==> src/rtl/alu_issue_stage_if.sv <==
// ID-side request and EX-side ALU bundle of the ALU issue stage.
// master is the issue stage, slave is the surrounding ID/EX environment.
interface alu_issue_stage_if;
    logic        id_valid;
    logic        id_ready;
    logic [31:0] id_instr;
    logic [31:0] id_rs_val;
    logic [31:0] id_rt_val;
    logic        ex_valid;
    logic        ex_ready;
    logic [3:0]  ex_alu_ctr;
    logic [31:0] ex_in1;
    logic [31:0] ex_in2;
    logic [4:0]  ex_wdst;
    logic        ex_wen;
    logic        ex_illegal;

    modport master (
        input  id_valid, id_instr, id_rs_val, id_rt_val, ex_ready,
        output id_ready, ex_valid, ex_alu_ctr, ex_in1, ex_in2,
        output ex_wdst, ex_wen, ex_illegal
    );

    modport slave (
        output id_valid, id_instr, id_rs_val, id_rt_val, ex_ready,
        input  id_ready, ex_valid, ex_alu_ctr, ex_in1, ex_in2,
        input  ex_wdst, ex_wen, ex_illegal
    );
endinterface

==> src/rtl/alu_issue_stage.sv <==
// MIPS ID-stage ALU decode feeding the ID/EX register over valid/ready,
// with flush and a saturating illegal-instruction counter.
module alu_issue_stage #(
    parameter int ILL_CNT_W = 8
) (
    input  logic                 clk,
    input  logic                 rst_n,
    input  logic                 flush_i,
    alu_issue_stage_if.master    bus,
    output logic [ILL_CNT_W-1:0] ill_cnt_o
);

    typedef struct packed {
        logic [3:0]  ctr;
        logic [31:0] in1;
        logic [31:0] in2;
        logic [4:0]  wdst;
        logic        wen;
        logic        ill;
    } ex_pay_t;

    localparam logic [3:0] C_ADD  = 4'b0001;
    localparam logic [3:0] C_SUB  = 4'b0010;
    localparam logic [3:0] C_AND  = 4'b0100;
    localparam logic [3:0] C_OR   = 4'b0101;
    localparam logic [3:0] C_XOR  = 4'b0110;
    localparam logic [3:0] C_NOR  = 4'b0111;
    localparam logic [3:0] C_SLL  = 4'b1000;
    localparam logic [3:0] C_LUI  = 4'b1001;
    localparam logic [3:0] C_SRL  = 4'b1010;
    localparam logic [3:0] C_SRA  = 4'b1011;
    localparam logic [3:0] C_SLT  = 4'b1100;
    localparam logic [3:0] C_SLTU = 4'b1101;
    localparam logic [3:0] C_JR   = 4'b1110;

    localparam ex_pay_t BUBBLE = '{
        ctr:  C_ADD,
        in1:  32'd0,
        in2:  32'd0,
        wdst: 5'd0,
        wen:  1'b0,
        ill:  1'b0
    };

    logic [5:0]  op;
    logic [5:0]  fn;
    logic [4:0]  rs;
    logic [4:0]  rt;
    logic [4:0]  rd;
    logic [4:0]  sh;
    logic [15:0] imm;
    logic [31:0] sext;
    logic [31:0] zext;

    assign op   = bus.id_instr[31:26];
    assign rs   = bus.id_instr[25:21];
    assign rt   = bus.id_instr[20:16];
    assign rd   = bus.id_instr[15:11];
    assign sh   = bus.id_instr[10:6];
    assign fn   = bus.id_instr[5:0];
    assign imm  = bus.id_instr[15:0];
    assign sext = {{16{imm[15]}}, imm};
    assign zext = {16'd0, imm};

    ex_pay_t dec;
    logic    dec_ok;

    always_comb begin
        dec      = BUBBLE;
        dec_ok   = 1'b1;
        dec.in1  = bus.id_rs_val;
        dec.in2  = bus.id_rt_val;
        dec.wdst = rt;
        dec.wen  = 1'b1;
        unique case (op)
            6'h00: begin
                dec.wdst = rd;
                unique case (fn)
                    6'h20, 6'h21: dec.ctr = C_ADD;
                    6'h22, 6'h23: dec.ctr = C_SUB;
                    6'h24: dec.ctr = C_AND;
                    6'h25: dec.ctr = C_OR;
                    6'h26: dec.ctr = C_XOR;
                    6'h27: dec.ctr = C_NOR;
                    6'h2A: dec.ctr = C_SLT;
                    6'h2B: dec.ctr = C_SLTU;
                    6'h00: begin
                        dec.ctr = C_SLL;
                        dec.in1 = {27'd0, sh};
                    end
                    6'h02: begin
                        dec.ctr = C_SRL;
                        dec.in1 = {27'd0, sh};
                    end
                    6'h03: begin
                        dec.ctr = C_SRA;
                        dec.in1 = {27'd0, sh};
                    end
                    6'h04: begin
                        dec.ctr = C_SLL;
                        dec.in1 = {27'd0, bus.id_rs_val[4:0]};
                    end
                    6'h06: begin
                        dec.ctr = C_SRL;
                        dec.in1 = {27'd0, bus.id_rs_val[4:0]};
                    end
                    6'h07: begin
                        dec.ctr = C_SRA;
                        dec.in1 = {27'd0, bus.id_rs_val[4:0]};
                    end
                    6'h08: begin
                        dec.ctr = C_JR;
                        dec.in2 = 32'd0;
                        dec.wen = 1'b0;
                    end
                    default: dec_ok = 1'b0;
                endcase
            end
            6'h08, 6'h09: begin
                dec.ctr = C_ADD;
                dec.in2 = sext;
            end
            6'h0A: begin
                dec.ctr = C_SLT;
                dec.in2 = sext;
            end
            6'h0B: begin
                dec.ctr = C_SLTU;
                dec.in2 = sext;
            end
            6'h0C: begin
                dec.ctr = C_AND;
                dec.in2 = zext;
            end
            6'h0D: begin
                dec.ctr = C_OR;
                dec.in2 = zext;
            end
            6'h0E: begin
                dec.ctr = C_XOR;
                dec.in2 = zext;
            end
            6'h0F: begin
                dec.ctr = C_LUI;
                dec.in1 = 32'd0;
                dec.in2 = zext;
            end
            6'h23: begin
                dec.ctr = C_ADD;
                dec.in2 = sext;
            end
            6'h2B: begin
                dec.ctr = C_ADD;
                dec.in2 = sext;
                dec.wen = 1'b0;
            end
            6'h04, 6'h05: begin
                dec.ctr = C_SUB;
                dec.wen = 1'b0;
            end
            default: dec_ok = 1'b0;
        endcase
        // $0 is hardwired, so a write to it is never a real writeback
        if (dec.wdst == 5'd0) dec.wen = 1'b0;
        if (!dec_ok) begin
            dec     = BUBBLE;
            dec.ill = 1'b1;
        end
    end

    ex_pay_t               pay_q, pay_d;
    logic                  valid_q, valid_d;
    logic [ILL_CNT_W-1:0]  cnt_q, cnt_d;
    logic                  ready;
    logic                  load;

    assign ready = !valid_q || bus.ex_ready;
    assign load  = bus.id_valid && ready && !flush_i;

    always_comb begin
        valid_d = valid_q;
        pay_d   = pay_q;
        cnt_d   = cnt_q;
        if (flush_i) begin
            valid_d = 1'b0;
            pay_d   = BUBBLE;
        end else if (load) begin
            valid_d = 1'b1;
            pay_d   = dec;
            if (dec.ill && (cnt_q != {ILL_CNT_W{1'b1}})) cnt_d = cnt_q + 1'b1;
        end else if (valid_q && bus.ex_ready) begin
            valid_d = 1'b0;
            pay_d   = BUBBLE;
        end
    end

    always_ff @(posedge clk or negedge rst_n) begin
        if (!rst_n) begin
            valid_q <= 1'b0;
            pay_q   <= BUBBLE;
            cnt_q   <= '0;
        end else begin
            valid_q <= valid_d;
            pay_q   <= pay_d;
            cnt_q   <= cnt_d;
        end
    end

    assign bus.id_ready   = ready;
    assign bus.ex_valid   = valid_q;
    assign bus.ex_alu_ctr = pay_q.ctr;
    assign bus.ex_in1     = pay_q.in1;
    assign bus.ex_in2     = pay_q.in2;
    assign bus.ex_wdst    = pay_q.wdst;
    assign bus.ex_wen     = pay_q.wen;
    assign bus.ex_illegal = pay_q.ill;
    assign ill_cnt_o      = cnt_q;

endmodule
==> src/flat_wrapper.sv <==
// flat-port wrapper written by rule: the top's interface ports become plain ports
module alu_issue_stage_flat 
#(
    parameter int ILL_CNT_W = 8
)
  (clk, rst_n, flush_i, ill_cnt_o, bus_id_valid, bus_id_instr, bus_id_rs_val, bus_id_rt_val, bus_ex_ready, bus_id_ready, bus_ex_valid, bus_ex_alu_ctr, bus_ex_in1, bus_ex_in2, bus_ex_wdst, bus_ex_wen, bus_ex_illegal);
  alu_issue_stage_if bus_i ();
  input  logic clk;
  input  logic rst_n;
  input  logic flush_i;
  output logic [ILL_CNT_W-1:0] ill_cnt_o;
  input wire logic [$bits(bus_i.id_valid)-1:0] bus_id_valid;
  input wire logic [$bits(bus_i.id_instr)-1:0] bus_id_instr;
  input wire logic [$bits(bus_i.id_rs_val)-1:0] bus_id_rs_val;
  input wire logic [$bits(bus_i.id_rt_val)-1:0] bus_id_rt_val;
  input wire logic [$bits(bus_i.ex_ready)-1:0] bus_ex_ready;
  output wire logic [$bits(bus_i.id_ready)-1:0] bus_id_ready;
  output wire logic [$bits(bus_i.ex_valid)-1:0] bus_ex_valid;
  output wire logic [$bits(bus_i.ex_alu_ctr)-1:0] bus_ex_alu_ctr;
  output wire logic [$bits(bus_i.ex_in1)-1:0] bus_ex_in1;
  output wire logic [$bits(bus_i.ex_in2)-1:0] bus_ex_in2;
  output wire logic [$bits(bus_i.ex_wdst)-1:0] bus_ex_wdst;
  output wire logic [$bits(bus_i.ex_wen)-1:0] bus_ex_wen;
  output wire logic [$bits(bus_i.ex_illegal)-1:0] bus_ex_illegal;
  assign bus_i.id_valid = bus_id_valid;
  assign bus_i.id_instr = bus_id_instr;
  assign bus_i.id_rs_val = bus_id_rs_val;
  assign bus_i.id_rt_val = bus_id_rt_val;
  assign bus_i.ex_ready = bus_ex_ready;
  assign bus_id_ready = bus_i.id_ready;
  assign bus_ex_valid = bus_i.ex_valid;
  assign bus_ex_alu_ctr = bus_i.ex_alu_ctr;
  assign bus_ex_in1 = bus_i.ex_in1;
  assign bus_ex_in2 = bus_i.ex_in2;
  assign bus_ex_wdst = bus_i.ex_wdst;
  assign bus_ex_wen = bus_i.ex_wen;
  assign bus_ex_illegal = bus_i.ex_illegal;
  alu_issue_stage #(.ILL_CNT_W(ILL_CNT_W)) u_core (.clk(clk), .rst_n(rst_n), .flush_i(flush_i), .bus(bus_i), .ill_cnt_o(ill_cnt_o));
endmodule
==> config.mk <==
export PLATFORM = sky130hd
export DESIGN_NAME = alu_issue_stage_flat
export DESIGN_NICKNAME = d
export VERILOG_FILES = /design/src/rtl/alu_issue_stage_if.sv /design/src/rtl/alu_issue_stage.sv /design/src/flat_wrapper.sv
export SDC_FILE = /design/constraint.sdc
export NUM_CORES = 1
export LEC_CHECK = 0
export CORE_ASPECT_RATIO = 0.5
export CORE_MARGIN = 1.5
export CORE_UTILIZATION = 42
export CTS_CLUSTER_SIZE = 24
export DETAILED_ROUTE_END_ITERATION = 8
export HOLD_SLACK_MARGIN = 0.12
export PLACE_DENSITY_LB_ADDON = 0.3
export SLEW_MARGIN = 20
export SYNTH_ARGS = -nofsm -noshare
export SYNTH_HDL_FRONTEND = slang
export SYNTH_SLANG_ARGS = --single-unit
==> constraint.sdc <==
create_clock -name clk -period 2.45 [get_ports clk]
set_clock_uncertainty 0.15 [all_clocks]
set_input_delay 0.3675 -clock clk [delete_from_list [all_inputs] [get_ports clk]]
set_output_delay 0.3675 -clock clk [all_outputs]
set_load 0.05 [all_outputs]
* Yosys cells after proc, flatten, opt, wreduce, memory -nomap -nowiden
Index checks and enable logic that the tools add are counted.
Word-level totals: word-level logic and storage cells 82, flip-flop bits (word level) 84
Cells by class: muxes and demuxes 19, bitwise logic cells 1, $add $sub $neg 1, eq/ne operators 29, reductions and logical operators 24
Operator list (number):
- two-way mux 75 bit | 4
- case mux 32 bit (2 select lines) | 2
- case mux 32 bit (3 select lines) | 1
- equality test 6 bit (second input constant) | 12
- equality test 6 x 4 -> 1 bit (second input constant) | 9
- case mux 4 bit (11 select lines) | 1
- two-way mux 32 bit | 1
- case mux 4 bit (8 select lines) | 1
- equality test 6 x 3 -> 1 bit (second input constant) | 5
- OR reduction 17 bit | 1
- equality test 6 x 2 -> 1 bit (second input constant) | 2
- zero test 6 bit | 2
- OR reduction 12 bit | 1
- OR reduction 2 bit | 5
- OR reduction 3 bit | 3
- adder 8 x 1 -> 8 bit (second input constant) | 1
- != test 8 bit (second input constant) | 1
- two-way mux 1 bit | 6
- OR reduction 6 bit | 1
- zero test 5 bit | 1
- two-way mux 5 bit | 1
- logical AND 1 bit | 4
- case mux 1 bit (2 select lines) | 2
- OR reduction 4 bit | 1
- other kinds (5) | 6

* Depth between registers and ports, before layout
word-level depth 7, gate-level depth with buffers 9, depth with buffers taken out 6

* Least setup slack after synthesis
No wires, ideal clock.
path type reg2reg, from register u_core.valid_q, in the netlist u_core.bus.ex_valid, to register u_core.cnt_q[1], in the netlist u_core.ill_cnt_o[1], path buffers 0, stages on the path, launching flop included 5, clock period less this slack 2505 ps, arrival 2230 ps, library setup time 125 ps, path slack -55 ps, cell sequence dfrtp_1 nand2b_1 nand3b_1 nor4_2 mux2_2
Between the ends: word-level cells in the longest chain between the ends 5
RTL lines:
- from (decl) | RTL line alu_issue_stage.sv:172 | logic valid_q, valid_d;
- from (signal assigned) | RTL line alu_issue_stage.sv:203 | valid_q <= valid_d;
- zero test 1 bit | RTL line alu_issue_stage.sv:177 | assign ready = !valid_q || bus.ex_ready;
- logical OR 1 bit | RTL line alu_issue_stage.sv:177
- net bus_id_ready | RTL line flat_wrapper.sv:17 | output wire logic [$bits(bus_i.id_ready)-1:0] bus_id_ready;
- logical AND 1 bit (2 in series) | RTL line alu_issue_stage.sv:178 | assign load = bus.id_valid && ready && !flush_i;
- AND reduction 3 bit (no source line)
- to (signal assigned) | RTL line alu_issue_stage.sv:205 | cnt_q <= cnt_d;
- to (decl) | RTL line alu_issue_stage.sv:173 | logic [ILL_CNT_W-1:0] cnt_q, cnt_d;
The timed path passes the listed nets, and every way through them passes these cells. A chain may end at the register's enable or synchronous reset.

* Worst setup path after layout
from input port bus_id_instr[2], to register u_core.pay_q (netlist bit u_core.bus.ex_in2[23])
Between the ends: word-level cells in the longest chain between the ends 7, elaborated cells on any way between the ends 25
RTL lines:
- from (decl) | RTL line flat_wrapper.sv:13 | input wire logic [$bits(bus_i.id_instr)-1:0] bus_id_instr;
- equality test 6 bit (tied with other cells) | RTL line alu_issue_stage.sv:78 | unique case (fn)
- OR reduction 17 bit (no source line)
- two-way mux 1 bit | RTL line alu_issue_stage.sv:78
- case mux 1 bit (2 select lines) | RTL line alu_issue_stage.sv:75 | unique case (op)
- two-way mux 75 bit (*) | RTL line alu_issue_stage.sv:165 | if (!dec_ok) begin
- two-way mux 75 bit (*) | RTL line alu_issue_stage.sv:187 | end else if (load) begin
- two-way mux 75 bit (*) | RTL line alu_issue_stage.sv:184 | if (flush_i) begin
- to (signal assigned) | RTL line alu_issue_stage.sv:204 | pay_q <= pay_d;
- to (decl) | RTL line alu_issue_stage.sv:171 | ex_pay_t pay_q, pay_d;
Mark *: on every way between the ends. The rest lies on a longest branch, timed or not.

==> summary.txt <==
Outcome -> complete, no violations
DP HPWL -> 9150 um
Fraction of layout cells with a size suffix above 1 -> 17.4%
Post-synth net total -> 472
Pwr Density -> 559 nW/um^2
Die ar. -> 10200 sq um
Clk_lat worst skew -> 340 ps
Final Hold Viols -> 0
Gr ovfl total -> 0
Routed vias/inst -> 5.33
Worst path bufs/invs -> 3
Final worst setup slack -> 25.7 ps
Die Ht -> 72.1 um
Clock sink total -> 84
Ys async rst share -> 100%
Placement Setup Slack -> -344 ps
Pwr Total -> 0.00371 W
Vias -> 3801
Router iterations before antenna repair -> 4
WL met3 -> 799 um
Synth top area cells -> dfrtp_1 (52%), a22o_1 (10%), nand2_1 (5.1%)
Routed Wire Length -> 12100 um
Fmax -> 412 MHz
Slowest CP cell -> clkdlybuf4s50_1
Final setup fails -> 0
Met2 routed WL -> 5980 um
Delay-heaviest family, CP -> simple AND/OR/NAND/NOR gates
Ys flop type -> dfrtp_1
Max FO, Critical Path -> 16
WL met1 -> 5230 um
Port Buf Inserts -> 180
Final #Nets -> 693
Initial core utilization -> 44.7%
Biggest area consumer among synthesized cells -> dfrtp_1
Initial DRC count -> 223
Final Slew Violations -> 0
Mapped Cells -> 370
TritonCTS clock tree -> built
Max VDD drop -> 0.000397 V
Critical Path, Cell by Cell -> clkdlybuf4s50_1 > or3_1 > nor4_1 > buf_4 > nand2_1 > nor3b_4 > buf_12 > a221o_2
Seq cells post-synth -> 84
Crit start category -> input pin
Rel. slew slack -> 53.6%
ANT cells -> 0
Seq/Total Area, Yosys -> 52.4%
Final worst-path cycle share -> 99.0%
Required @ worst endpoint -> 2510 ps
Leakage -> 2.98 nW
Wire per inst -> 17.0 um
Kind of end point of the critical path -> register
Top Metal Used -> met4
Final core occ -> 74.0%
Unrepaired setup endpoints after global routing -> false
Post-synth EDFFs -> 0
Core region area -> 8980 sq um
# IOs -> 186
CTS root buffer -> clkbuf_16
Mean Syn Cell Area -> 10.8 sq um
Initial antenna violation count -> 0
Max stage delay on crit path -> 490 ps
Die X -> 141 um
GRT Overall Usage -> 25.0%
Clk slew on worst S/H paths -> 60 ps
YS warnings -> 0
Largest net degree at the start of global routing -> 54
CTS Buf Count -> 9
Setup_tns -> 0 ps
Max cap viols -> 0
Detail Route Antenna Nets -> 0
Slew @ Worst Pin -> 696 ps
Top-count cell post-synth -> dfrtp_1
Fillers -> 685
Signal arrival time at the worst endpoint -> 2490 ps
Post-synth top area share -> 51.8%
Syn Std Cell Area -> 4010 sq um
First-pass GRT wire length -> 19900 um
Layout area overhead -> 65.6%
Cell variety after synth -> 54
Vias in the first global route -> 3894
Synth top cells by count -> dfrtp_1 (83), nand2_1 (55), a22o_1 (46), o21ai_0 (34), clkbuf_1 (16)
Rows -> 24
Drt drc -> 0
Deepest clock path buffer count -> 2
Worst Setup Path Type -> input pin to register
Post-layout min period -> 2420 ps
Hold crit path type -> register to register
H-tree level count -> 3
GP Congestion -> 0.889
-- cells in the final DEF (no fill, tap or decap), drive strengths merged, types with 3 or more instances in the layout --
cell type      count
clkdlybuf4s50    176
dfrtp             83
nand2             56
buf               56
a22o              46
o21ai             36
a221o             17
nor2              14
mux2i             11
inv               11
nor3              10
clkbuf             9
a21oi              8
nor2b              4
nand3              4
xnor2              4
nor4               4
a31oi              3
or2                3
mux2               3
nand2b             3
-- worst register-to-register path, stage by stage (launching register included) --
cell,delay (ps)
dfrtp_1,400
or2_2,330
a21oi_4,310
buf_12,210
buf_4,170
nand2_1,50
o21ai_0,110
-- layer usage --
metal	vias up	track usage, %
met4	0	7.41
met2	136	42.8
met3	10	5.48
li1	1822	-
met5	-	0
met1	1833	32.3
-- report_power, final --
part | total (W) | switching [W] | internal, W
logic | 0.000873 | 0.000479 | 0.000394
registers | 0.00152 | 0.0000672 | 0.00145
clock network | 0.00132 | 0.000610 | 0.000714
total | 0.00371 | 0.00116 | 0.00256
-- flip-flops by register name (all words and copies together), names as in the netlist --
| signal | count |
|---|---|
| u_core.bus.ex_alu_ctr | 4 |
| u_core.bus.ex_in1 | 32 |
| u_core.bus.ex_wdst | 5 |
| u_core.ill_cnt_o | 8 |
| u_core.bus.ex_in2 | 32 |
| u_core.bus.ex_valid | 1 |
| u_core.bus.ex_illegal | 1 |
| u_core.bus.ex_wen | 1 |
-- logic make-up after synthesis --
| logic type | count (synthesis) | synth area share, % |
|---|---|---|
| AOI/OAI and AO/OA | 123 | 24.2 |
| and+or+nand+nor | 112 | 14.4 |
| xor gates and xnor gates | 5 | 1.09 |
| buffers and inverters | 31 | 3.99 |
| muxes | 14 | 3.59 |
| DFF | 84 | 52.4 |
| adders and majority gates | 1 | 0.312 |
-- metrics by stage --
stage	hold slack [ps]	cells	cell area [sq um]
4_1_cts	323	713	6640
5_1_grt	346	713	6640
3_5_place_dp	306	696	6340
6_report	320	713	6640
3_3_place_gp	303	696	6340
2_1_floorplan	-78.1	370	4010
-- final timing paths --
path,slack [ps],from,to,cells past startpoint
setup reg to reg,610,u_core.bus.ex_valid$_DFFE_PN0P_,u_core.bus.ex_wdst[1]$_DFFE_PN0P_,6
max in group asynchronous,1050,rst_n,u_core.bus.ex_illegal$_DFFE_PN0P_,3
hold reg to reg,320,u_core.bus.ex_alu_ctr[0]$_DFFE_PN1P_,u_core.bus.ex_alu_ctr[0]$_DFFE_PN1P_,2
min in group asynchronous,450,rst_n,u_core.bus.ex_in1[0]$_DFFE_PN0P_,2
hold / removal,320,u_core.bus.ex_alu_ctr[0]$_DFFE_PN1P_,u_core.bus.ex_alu_ctr[0]$_DFFE_PN1P_,2
setup / recovery,30,bus_id_instr[2],u_core.bus.ex_in2[23]$_DFFE_PN0P_,8
-- timing repair --
| item | 4_1_cts | 5_1_grt |
|---|---|---|
| hold buffers | 1 | 0 |
| setup endpoints to repair | 0 | 3 |
| gates resized for setup | 0 | 2 |
| buffers inserted | 0 | 0 |
| hold endpoints to repair | 51 | 0 |
-- layout make-up --
cell class	count	area (sq um)	area share (%)
Multi-Input combinational cell	255	1760	26.5
Tap cell	117	146	2.20
Inverter	6	22.5	0.339
Clock buffer	9	225	3.39
Clock inverter	7	65.1	0.980
Timing Repair Buffer	235	2320	34.9
Sequential cell	84	2100	31.7
Note: power is estimated with default switching activity, not from simulation.
==> patch (same settings) <==
`ILL_CNT_W` is set to 8 in 2 places; all go to 10.
--- a/src/rtl/alu_issue_stage.sv
+++ b/src/rtl/alu_issue_stage.sv
@@ -2,5 +2,5 @@
 // with flush and a saturating illegal-instruction counter.
 module alu_issue_stage #(
-    parameter int ILL_CNT_W = 8
+    parameter int ILL_CNT_W = 10
 ) (
     input  logic                 clk,
--- a/src/flat_wrapper.sv
+++ b/src/flat_wrapper.sv
@@ -2,5 +2,5 @@
 module alu_issue_stage_flat 
 #(
-    parameter int ILL_CNT_W = 8
+    parameter int ILL_CNT_W = 10
 )
   (clk, rst_n, flush_i, ill_cnt_o, bus_id_valid, bus_id_instr, bus_id_rs_val, bus_id_rt_val, bus_ex_ready, bus_id_ready, bus_ex_valid, bus_ex_alu_ctr, bus_ex_in1, bus_ex_in2, bus_ex_wdst, bus_ex_wen, bus_ex_illegal);
Ports: changed (resized ill_cnt_o); port bits go from 186 to 188. The function was not compared with the original's and may differ.
==> patch against the unedited design <==
Synthesized cell count decreased by 2.7%; synthesized area increased by 0.50%; sequential power increased by 3%; clock power increased by 14%; first-iteration DRC count fell by 19%; sequential cell count up 2; routed wire length is 6.9% lower; total power rose by 6.0%; design area down 1.9%; die area increased by 0.48%; worst setup slack improved by 0.18 ns; register-to-register slack got worse by 0.24 ns.
==> patch: results (changes against the unedited design) <==
STATUS
--------------------------------------------------------------------------
Result of the run ........................................... finished, final reports clean

YOSYS
--------------------------------------------------------------------------
Area contributors post-synth ................................ dfrtp_1, a22o_1, a221o_1
Fraction of the mapped netlist area in adder cells ..........      0.00310   -0.0000155
Synth Net Count .............................................          462   -2.1%
Compound-Gate Fraction of Synth Area ........................        0.238   -0.00368
Netlist area before placement ...............................     4030 µm²   +0.50%
Xor and xnor fraction of the mapped netlist area ............       0.0174   +0.00646
Multiplexer share of the synthesized area ...................       0.0233   -0.0126
Sequential share of the synthesized area ....................        0.534   +0.00981
Most numerous cell types in the synthesized netlist ......... dfrtp_1, nand2_1, a22o_1

SETUP PATH
--------------------------------------------------------------------------
Kind of cell adding the most delay to the critical path ..... compound AO/OA/AOI/OAI gates
Endpoint of the lowest-slack register-to-register path ...... u_core.ill_cnt_o[1]
CP arrival ..................................................      2.36 ns   -0.13 ns
Highest fanout seen on the critical path ....................           27   +11
Startpoint of the worst setup timing path ................... bus_id_instr[27]
Worst setup slack for register-to-register paths ............      0.37 ns   -0.24 ns
R2R Path Start .............................................. u_core.ill_cnt_o[3]
Critical path's largest stage delay .........................      0.58 ns   +0.09 ns
Path depth of the worst reg2reg path ........................            6   unchanged

TIMING
--------------------------------------------------------------------------
Actual transition at the worst max-transition pin ...........     0.599 ns   -0.0974 ns
Worst Hold Slack ............................................     0.319 ns   -0.000511 ns

PLACE
--------------------------------------------------------------------------
RD Place Congestion .........................................        0.889   about the same
I/O Buffers .................................................          182   +1.1%
Post-detail-place hpwl ......................................      8250 µm   -9.9%

PWR
--------------------------------------------------------------------------
Net switching fraction of the power .........................        0.285   -0.0265
IR Drop Worst-Case VDD ......................................       613 µV   +54%
Leakage power total .........................................      2.79 nW   -6.4%

FINISH
--------------------------------------------------------------------------
Final net count .............................................          668   -3.6%
Fraction of layout instances using a drive strength above 1 .        0.128   -0.0464

GRT
--------------------------------------------------------------------------
Total Routing Usage GR ......................................        0.222   -0.0271
Vias in the first global route ..............................        3,661   -6.0%
Pin count of the biggest net entering global routing ........           49   -9.3%
Global-route wire length before repair ......................    18,100 µm   -9.2%

DETAILED ROUTING
--------------------------------------------------------------------------
Count of vias placed by the detailed router .................        3,765   -0.95%
Initial detailed-routing violation count ....................          180   -19%
Detailed-route wire length ..................................    11,300 µm   -6.9%

==> patch: cell types whose count changed in the layout (fill, tap and decap cells not counted), moves of 7 or more <==
cell     unedited run  this run
a221o_1             5        16
a22o_1             46        31
a32oi_1             1        17
buf_4              48        38
nand2_1            55        36
a221o_2            12         0
nor3_1             10         3
==> patch: final cells by class <==
class	count	area, µm²
Sequential cell	86	2150
Timing Repair Buffer	222	2160
Clock buffer	11	253
Inverter	4	15.0
Multi-Input combinational cell	243	1710
Tap cell	121	151
Clock inverter	4	77.6
Fill cell	722	2870
==> patch: kinds of logic after synthesis <==
| logic type | Yosys count |
|---|---|
| buffers and inverters | 31 |
| XOR/XNOR | 8 |
| multiplexers | 9 |
| AO/OA/AOI/OAI | 123 |
| AND/OR/NAND/NOR | 102 |
| adder cells (fa/ha/maj) | 1 |
| flip-flops | 86 |
==> patch: worst register-to-register path: stages, from the launching register on <==
cell and delay, ns:
dfrtp_1 0.44, and4_1 0.25, and4_1 0.22, nand3_1 0.08
nor4bb_1 0.28, buf_4 0.22, mux2_1 0.33
==> patch: how the worst max path moves through the flow <==
stage                                       end  slack (ns)  depth (start not counted)
after floorplan             u_core.ill_cnt_o[1]        0.24                          6
after global placement    u_core.bus.ex_in1[11]       -0.05                          8
after detailed placement  u_core.bus.ex_in1[10]       -0.11                          8
after CTS                 u_core.bus.ex_in1[15]        0.23                          8
after global routing      u_core.bus.ex_in1[10]        0.11                          8
final                     u_core.bus.ex_in1[10]        0.20                          8
==> patch: per-stage QoR <==
step / cell area, µm² / setup WS [ns] / std cells / utilization
6_report: 6520 / 0.204 / 691 / 0.695
3_3_place_gp: 6180 / -0.0544 / 675 / 0.658
2_1_floorplan: 4030 / 0.236 / 360 / -
3_5_place_dp: 6180 / -0.115 / 675 / 0.658
5_1_grt: 6520 / 0.105 / 691 / 0.695
4_1_cts: 6520 / 0.228 / 691 / 0.695
==> patch: metal layers <==
metal  GRT usage  vias to the layer above  part of all wire
met5           0                        -                 0
met4      0.0561                        0             0.011
met3      0.0515                       14             0.052
met2       0.371                      142              0.48
met1       0.298                     1829              0.45
li1            -                     1780                 -
==> patch: repair_timing <==
item | 4_1_cts | 5_1_grt
resized for setup | 0 | 0
endpoints found under the setup margin | 0 | 0
endpoints found under the hold margin | 38 | 0
hold buffers | 1 | 0
==> patch: power by group through the flow <==
| stage | clock network [mW] | logic [mW] | registers (mW) |
|---|---|---|---|
| floorplan | 0 | 0.210 | 1.82 |
| global placement | 0 | 0.868 | 1.59 |
| detailed placement | 0 | 0.879 | 1.59 |
| CTS | 1.52 | 0.884 | 1.56 |
| global route | 1.59 | 0.936 | 1.57 |
| finish | 1.50 | 0.879 | 1.56 |
